**config.mk**
```make
export PLATFORM = sky130hd
export DESIGN_NAME = bram_run_scheduler
export DESIGN_NICKNAME = d
export VERILOG_FILES = /design/src/rtl/bram_run_scheduler.sv
export SDC_FILE = /design/constraint.sdc
export NUM_CORES = 1
export LEC_CHECK = 0
export CAP_MARGIN = 20
export CORE_UTILIZATION = 24
export DETAILED_ROUTE_END_ITERATION = 7
export RECOVER_POWER = 50
export SYNTH_ARGS = -nofsm -noshare
export SYNTH_HDL_FRONTEND = slang
export SYNTH_SLANG_ARGS = --single-unit
```
**constraint.sdc**
```tcl
create_clock -name clk -period 3.4 [get_ports clk]
set_input_delay 0.68 -clock clk [delete_from_list [all_inputs] [get_ports clk]]
set_output_delay 0.68 -clock clk [all_outputs]
set_load 0.02 [all_outputs]
```
**src/rtl/bram_run_scheduler.sv**
```systemverilog
// bram_run_scheduler: queues run-count jobs and issues them one at a time to the BRAM accessor
// Ports:
//   clk, reset_n                 rising-edge clock, asynchronous active-low reset
//   job_valid_i, job_count_i     host job presentation; job_ready_o = FIFO has room and no clear
//   clear_i                      synchronous flush of pending jobs and sticky flags
//   start_run_o, run_count_o     one-cycle start pulse and its count to the accessor
//   acc_idle_i, acc_done_i       accessor status
//   busy_o, pending_o            FSM not idle, pending FIFO occupancy (in-flight job excluded)
//   jobs_done_o                  wrapping completed-job counter
//   err_zero_o, timeout_o        sticky: zero-count job discarded, accessor done never came
//   irq_o                        one-cycle pulse when the last queued job completes
module bram_run_scheduler #(
   parameter int CNT_BIT     = 31,
   parameter int JOB_DEPTH   = 4,
   parameter int TIMEOUT_CYC = 1024,
   parameter int DONE_CNT_W  = 16
) (
   input  logic                       clk,
   input  logic                       reset_n,
   input  logic                       job_valid_i,
   input  logic [CNT_BIT-1:0]         job_count_i,
   output logic                       job_ready_o,
   input  logic                       clear_i,
   output logic                       start_run_o,
   output logic [CNT_BIT-1:0]         run_count_o,
   input  logic                       acc_idle_i,
   input  logic                       acc_done_i,
   output logic                       busy_o,
   output logic [$clog2(JOB_DEPTH):0] pending_o,
   output logic [DONE_CNT_W-1:0]      jobs_done_o,
   output logic                       err_zero_o,
   output logic                       timeout_o,
   output logic                       irq_o
);
   localparam int AW = $clog2(JOB_DEPTH);
   localparam int PW = AW + 1;
   localparam int TW = $clog2(TIMEOUT_CYC) + 1;
   typedef enum logic [1:0] {S_IDLE, S_ISSUE, S_WAIT} state_t;
   state_t state_q, state_d;
   logic [CNT_BIT-1:0] mem_q [JOB_DEPTH];
   logic [AW-1:0] wr_ptr_q, wr_ptr_d, rd_ptr_q, rd_ptr_d;
   logic [PW-1:0] cnt_q, cnt_d;
   logic [TW-1:0] timer_q, timer_d;
   logic [CNT_BIT-1:0] run_count_q, run_count_d, head;
   logic [DONE_CNT_W-1:0] jobs_done_q, jobs_done_d;
   logic start_run_q, start_run_d, busy_q, busy_d, irq_q, irq_d;
   logic err_zero_q, err_zero_d, timeout_q, timeout_d;
   logic empty, push, pop, issue_go, done_hit, tmo_hit;
   assign head        = mem_q[rd_ptr_q];
   assign empty       = cnt_q == '0;
   assign job_ready_o = cnt_q != PW'(JOB_DEPTH) && !clear_i;
   assign push        = job_valid_i && job_ready_o;
   assign pop         = state_q == S_ISSUE;
   assign issue_go    = state_q == S_IDLE && state_d == S_ISSUE;
   assign done_hit    = state_q == S_WAIT && acc_done_i;
   assign tmo_hit     = state_q == S_WAIT && !acc_done_i && timer_q == TW'(TIMEOUT_CYC - 1);
   always_ff @(posedge clk or negedge reset_n)
      if (!reset_n) state_q <= S_IDLE;
      else state_q <= state_d;
   // A flush in the same cycle as the idle check must not launch a job being flushed.
   always_comb begin
      state_d = state_q;
      case (state_q)
         S_IDLE:  if (!empty && acc_idle_i && !clear_i) state_d = S_ISSUE;
         S_ISSUE: state_d = start_run_q ? S_WAIT : S_IDLE;
         S_WAIT:  if (done_hit || tmo_hit) state_d = S_IDLE;
         default: state_d = S_IDLE;
      endcase
   end
   // start_run_q doubles as the "head was non-zero" flag while in S_ISSUE.
   always_comb begin
      start_run_d = issue_go && head != '0;
      run_count_d = start_run_d ? head : '0;
      busy_d      = state_d != S_IDLE;
      timer_d     = state_q == S_WAIT ? timer_q + TW'(1) : '0;
      jobs_done_d = jobs_done_q + DONE_CNT_W'(done_hit);
      irq_d       = done_hit && empty;
      err_zero_d  = !clear_i && (err_zero_q || (pop && !start_run_q));
      timeout_d   = !clear_i && (timeout_q || tmo_hit);
      wr_ptr_d    = clear_i ? '0 : wr_ptr_q + AW'(push);
      rd_ptr_d    = clear_i ? '0 : rd_ptr_q + AW'(pop);
      cnt_d       = clear_i ? '0 : cnt_q + PW'(push) - PW'(pop);
   end
   always_ff @(posedge clk or negedge reset_n)
      if (!reset_n) begin
         wr_ptr_q    <= '0;
         rd_ptr_q    <= '0;
         cnt_q       <= '0;
         timer_q     <= '0;
         start_run_q <= 1'b0;
         run_count_q <= '0;
         busy_q      <= 1'b0;
         jobs_done_q <= '0;
         irq_q       <= 1'b0;
         err_zero_q  <= 1'b0;
         timeout_q   <= 1'b0;
      end else begin
         wr_ptr_q    <= wr_ptr_d;
         rd_ptr_q    <= rd_ptr_d;
         cnt_q       <= cnt_d;
         timer_q     <= timer_d;
         start_run_q <= start_run_d;
         run_count_q <= run_count_d;
         busy_q      <= busy_d;
         jobs_done_q <= jobs_done_d;
         irq_q       <= irq_d;
         err_zero_q  <= err_zero_d;
         timeout_q   <= timeout_d;
      end
   always_ff @(posedge clk)
      if (push) mem_q[wr_ptr_q] <= job_count_i;
   assign start_run_o = start_run_q;
   assign run_count_o = run_count_q;
   assign busy_o      = busy_q;
   assign pending_o   = cnt_q;
   assign jobs_done_o = jobs_done_q;
   assign err_zero_o  = err_zero_q;
   assign timeout_o   = timeout_q;
   assign irq_o       = irq_q;
endmodule

```
==> results.json <==
{
  "multi_input_area_um2": 1732,
  "wl_met1_mm": 6.437,
  "start_kind": "input port",
  "whs_ns": 0.4698,
  "grt_max_degree": 73,
  "synthCells": 399,
  "yosys_warnings": 0,
  "wl_met2_mm": 7.279,
  "portBuffers": 92,
  "synth_flop_cell": "edfxtp_1",
  "fp-row-count": 63,
  "cts_tree": "built",
  "yosysMostFrequentCell": "edfxtp_1",
  "finalHoldViolations": 0,
  "die_h_um": 176.6,
  "cts_setup_buffers": 0,
  "die_area_um2": 31190,
  "syn_avg_cell_area_um2": 18.34,
  "drv_cap": 1,
  "stdcell_count": 913,
  "yosys-top-cells-count": "124 x edfxtp_1, 72 x dfrtp_1, 37 x nor2b_1",
  "num_vias": 3732,
  "netlist_top_cells_area": "edfxtp_1 51%, dfrtp_1 25%, mux4_2 9.5%, nor2b_1 3.2%, xnor2_1 1.7%",
  "violations": "capacitance limit, slew limit",
  "post-place-cells": 879,
  "vias_per_cell": 4.088,
  "h-tree-depth": 4,
  "routabilityCongestion": 0.7393,
  "grt_pass1_vias": 4056,
  "insertion_delay_ns": 0.43,
  "overflow": 0,
  "p_leak_nw": 3.324,
  "register_area_um2": 5527,
  "yosysUniqueCellTypes": 34,
  "synth_async_sr_flop_share_pct": 36.73,
  "hp-class": "reg -> reg",
  "ys_seq_area_share_pct": 75.51,
  "peakVddDrop_uv": 372.1,
  "antenna_found_initial": 2,
  "postRouteAntennaNets": 0,
  "dr_wl_met3_um": 734,
  "skew_ns": 0.01244,
  "grt_pass1_wl_mm": 22.91,
  "synth_top_area_cell": "edfxtp_1",
  "p_per_area_nw_per_um2": 590.9,
  "io_pins": 93,
  "setup_viol": 0,
  "synth_top_area_share_pct": 50.89,
  "crit_path_end_kind": "primary output",
  "synth_nets": 444,
  "critical_path_class": "in -> out",
  "status": "finished, violations left",
  "syn_to_final_growth_pct": 27.77,
  "syn-cell-area_um2": 7317,
  "nets": 553,
  "cts_buffers": 17,
  "drc_errors": 0,
  "fin_crit_ns": 2.812,
  "core_region_area_um2": 29800,
  "dr.pass1.iters": 6,
  "clkTransAtPathRegs_ns": 0.07,
  "cp_max_fo": 2,
  "ys_ff_latch": 196,
  "top_layer_used": "met4",
  "clock-sinks": 196,
  "post_cts_resized": 0,
  "die_width_um": 176.6,
  "final_layout_size_suffix_gt1_share_pct": 14.78,
  "hpwl_mm": 9.940,
  "worst_pin_slew_ns": 1.833,
  "wl_per_cell_um": 16.01,
  "routed_wl_mm": 14.62,
  "fin_crit_sh_pct": 82.70,
  "drv_slew": 73,
  "required_ns": 2.72,
  "root_buffer": "clkbuf_16",
  "clk_path_buf_depth": 2,
  "fmax_mhz": 355.6,
  "synth_enable_flop_cells": 124,
  "fin_setup_tns_ns": 0,
  "fillerInstances": 2899,
  "maxSlewHeadroom_pct": -22.23,
  "arrival_ns": 2.13,
  "start_util_pct": 24.56,
  "cts_hold_buf": 0,
  "drtIter0Drc": 272,
  "gr-usage-all-layers_pct": 9.938,
  "rsz0062_at_grt": "false"
}
## report_power, final
part	switching (mW)	internal, mW
Combinational	0.412	0.390
Sequential	0.0856	2.69
Clock	0.892	1.06
Total	1.39	4.13
## logic make-up after synthesis
logic type | after synthesis | synth area share, %
xor+xnor | 25 | 2.992
flops | 196 | 75.51
fa+ha+maj | 8 | 1.471
buf+inv | 20 | 1.282
compound gates | 9 | 0.7865
mux | 31 | 9.542
simple gates | 110 | 8.413
## layout by cell type, fill, tap and decap left out, drive strengths merged, types with 2 or more instances in the layout
cell type / Yosys / routed
and4: 2 / 2
nand2: 9 / 9
xor2: 11 / 11
nand3: 7 / 7
ha: 7 / 7
xnor2: 14 / 14
buf: 6 / 8
clkinvlp: 0 / 2
clkbuf: 5 / 21
nor2: 20 / 20
nor3: 5 / 5
nor3b: 2 / 2
diode: 0 / 2
edfxtp: 124 / 124
nor4: 8 / 8
clkdlybuf4s50: 0 / 59
mux4: 31 / 31
nand4: 8 / 8
dfrtp: 72 / 72
nand2b: 3 / 3
and3: 4 / 4
a21oi: 3 / 3
inv: 9 / 15
clkinv: 0 / 4
and2: 3 / 3
nor2b: 37 / 37
dlygate4sd3: 0 / 32
o21a: 2 / 2
## through the flow
stage / area, um^2 / power, mW / utilization, % / setup slack, ns
final: 9349 / 5.524 / 31.38 / 0.5882
after global routing: 9344 / 5.763 / 31.36 / 0.5307
after CTS: 9350 / 5.604 / 31.38 / 0.6716
after detailed placement: 8766 / 3.656 / 29.42 / 0.4842
after global placement: 8766 / 3.636 / 29.42 / 0.5578
after floorplan: 7332 / 3.277 / - / 0.1430
## path summary, 6_finish.rpt
kind	start	to	slack, ns	cells past startpoint
max reg2reg	rd_ptr_q[0]$_DFF_PN0_	start_run_o$_DFF_PN0_	0.86	5
max in group asynchronous	reset_n	rd_ptr_q[0]$_DFF_PN0_	1.46	1
min	jobs_done_o[15]$_DFF_PN0_	jobs_done_o[15]$_DFF_PN0_	0.47	1
max	clear_i	job_ready_o	0.59	3
min in group asynchronous	reset_n	jobs_done_o[6]$_DFF_PN0_	0.73	1
min reg2reg	jobs_done_o[15]$_DFF_PN0_	jobs_done_o[15]$_DFF_PN0_	0.47	1
## final cells by class
class | instances | share of cell area, %
well taps | 390 | 5.219
flip-flops and latches | 196 | 59.11
multi-input cells | 183 | 18.52
clock inverters | 13 | 1.512
inverters | 9 | 0.3613
repair buffers | 101 | 10.48
diodes | 2 | 0.05353
clock buffers | 19 | 4.738
## registers in the layout, summed over array words and instances (netlist names), 2 cells and up
name / flops
run_count_o: 31
jobs_done_o: 16
mem_q: 124
pending_o: 3
wr_ptr_q: 2
state_q: 2
timer_q: 11
rd_ptr_q: 2
## critical path, cell delays in order
cell             delay, ns
dlygate4sd3_1         0.59
a21oi_1               0.19
clkdlybuf4s50_1       0.67
## per-layer routing
layer  vias to the layer above  global-route usage (%)
met5                         -                       0
met4                         0                   3.341
met3                        12                   2.950
met2                        99                   16.55
met1                      1905                   12.24
li1                       1716                       -
(Power assumes the default switching activity.)
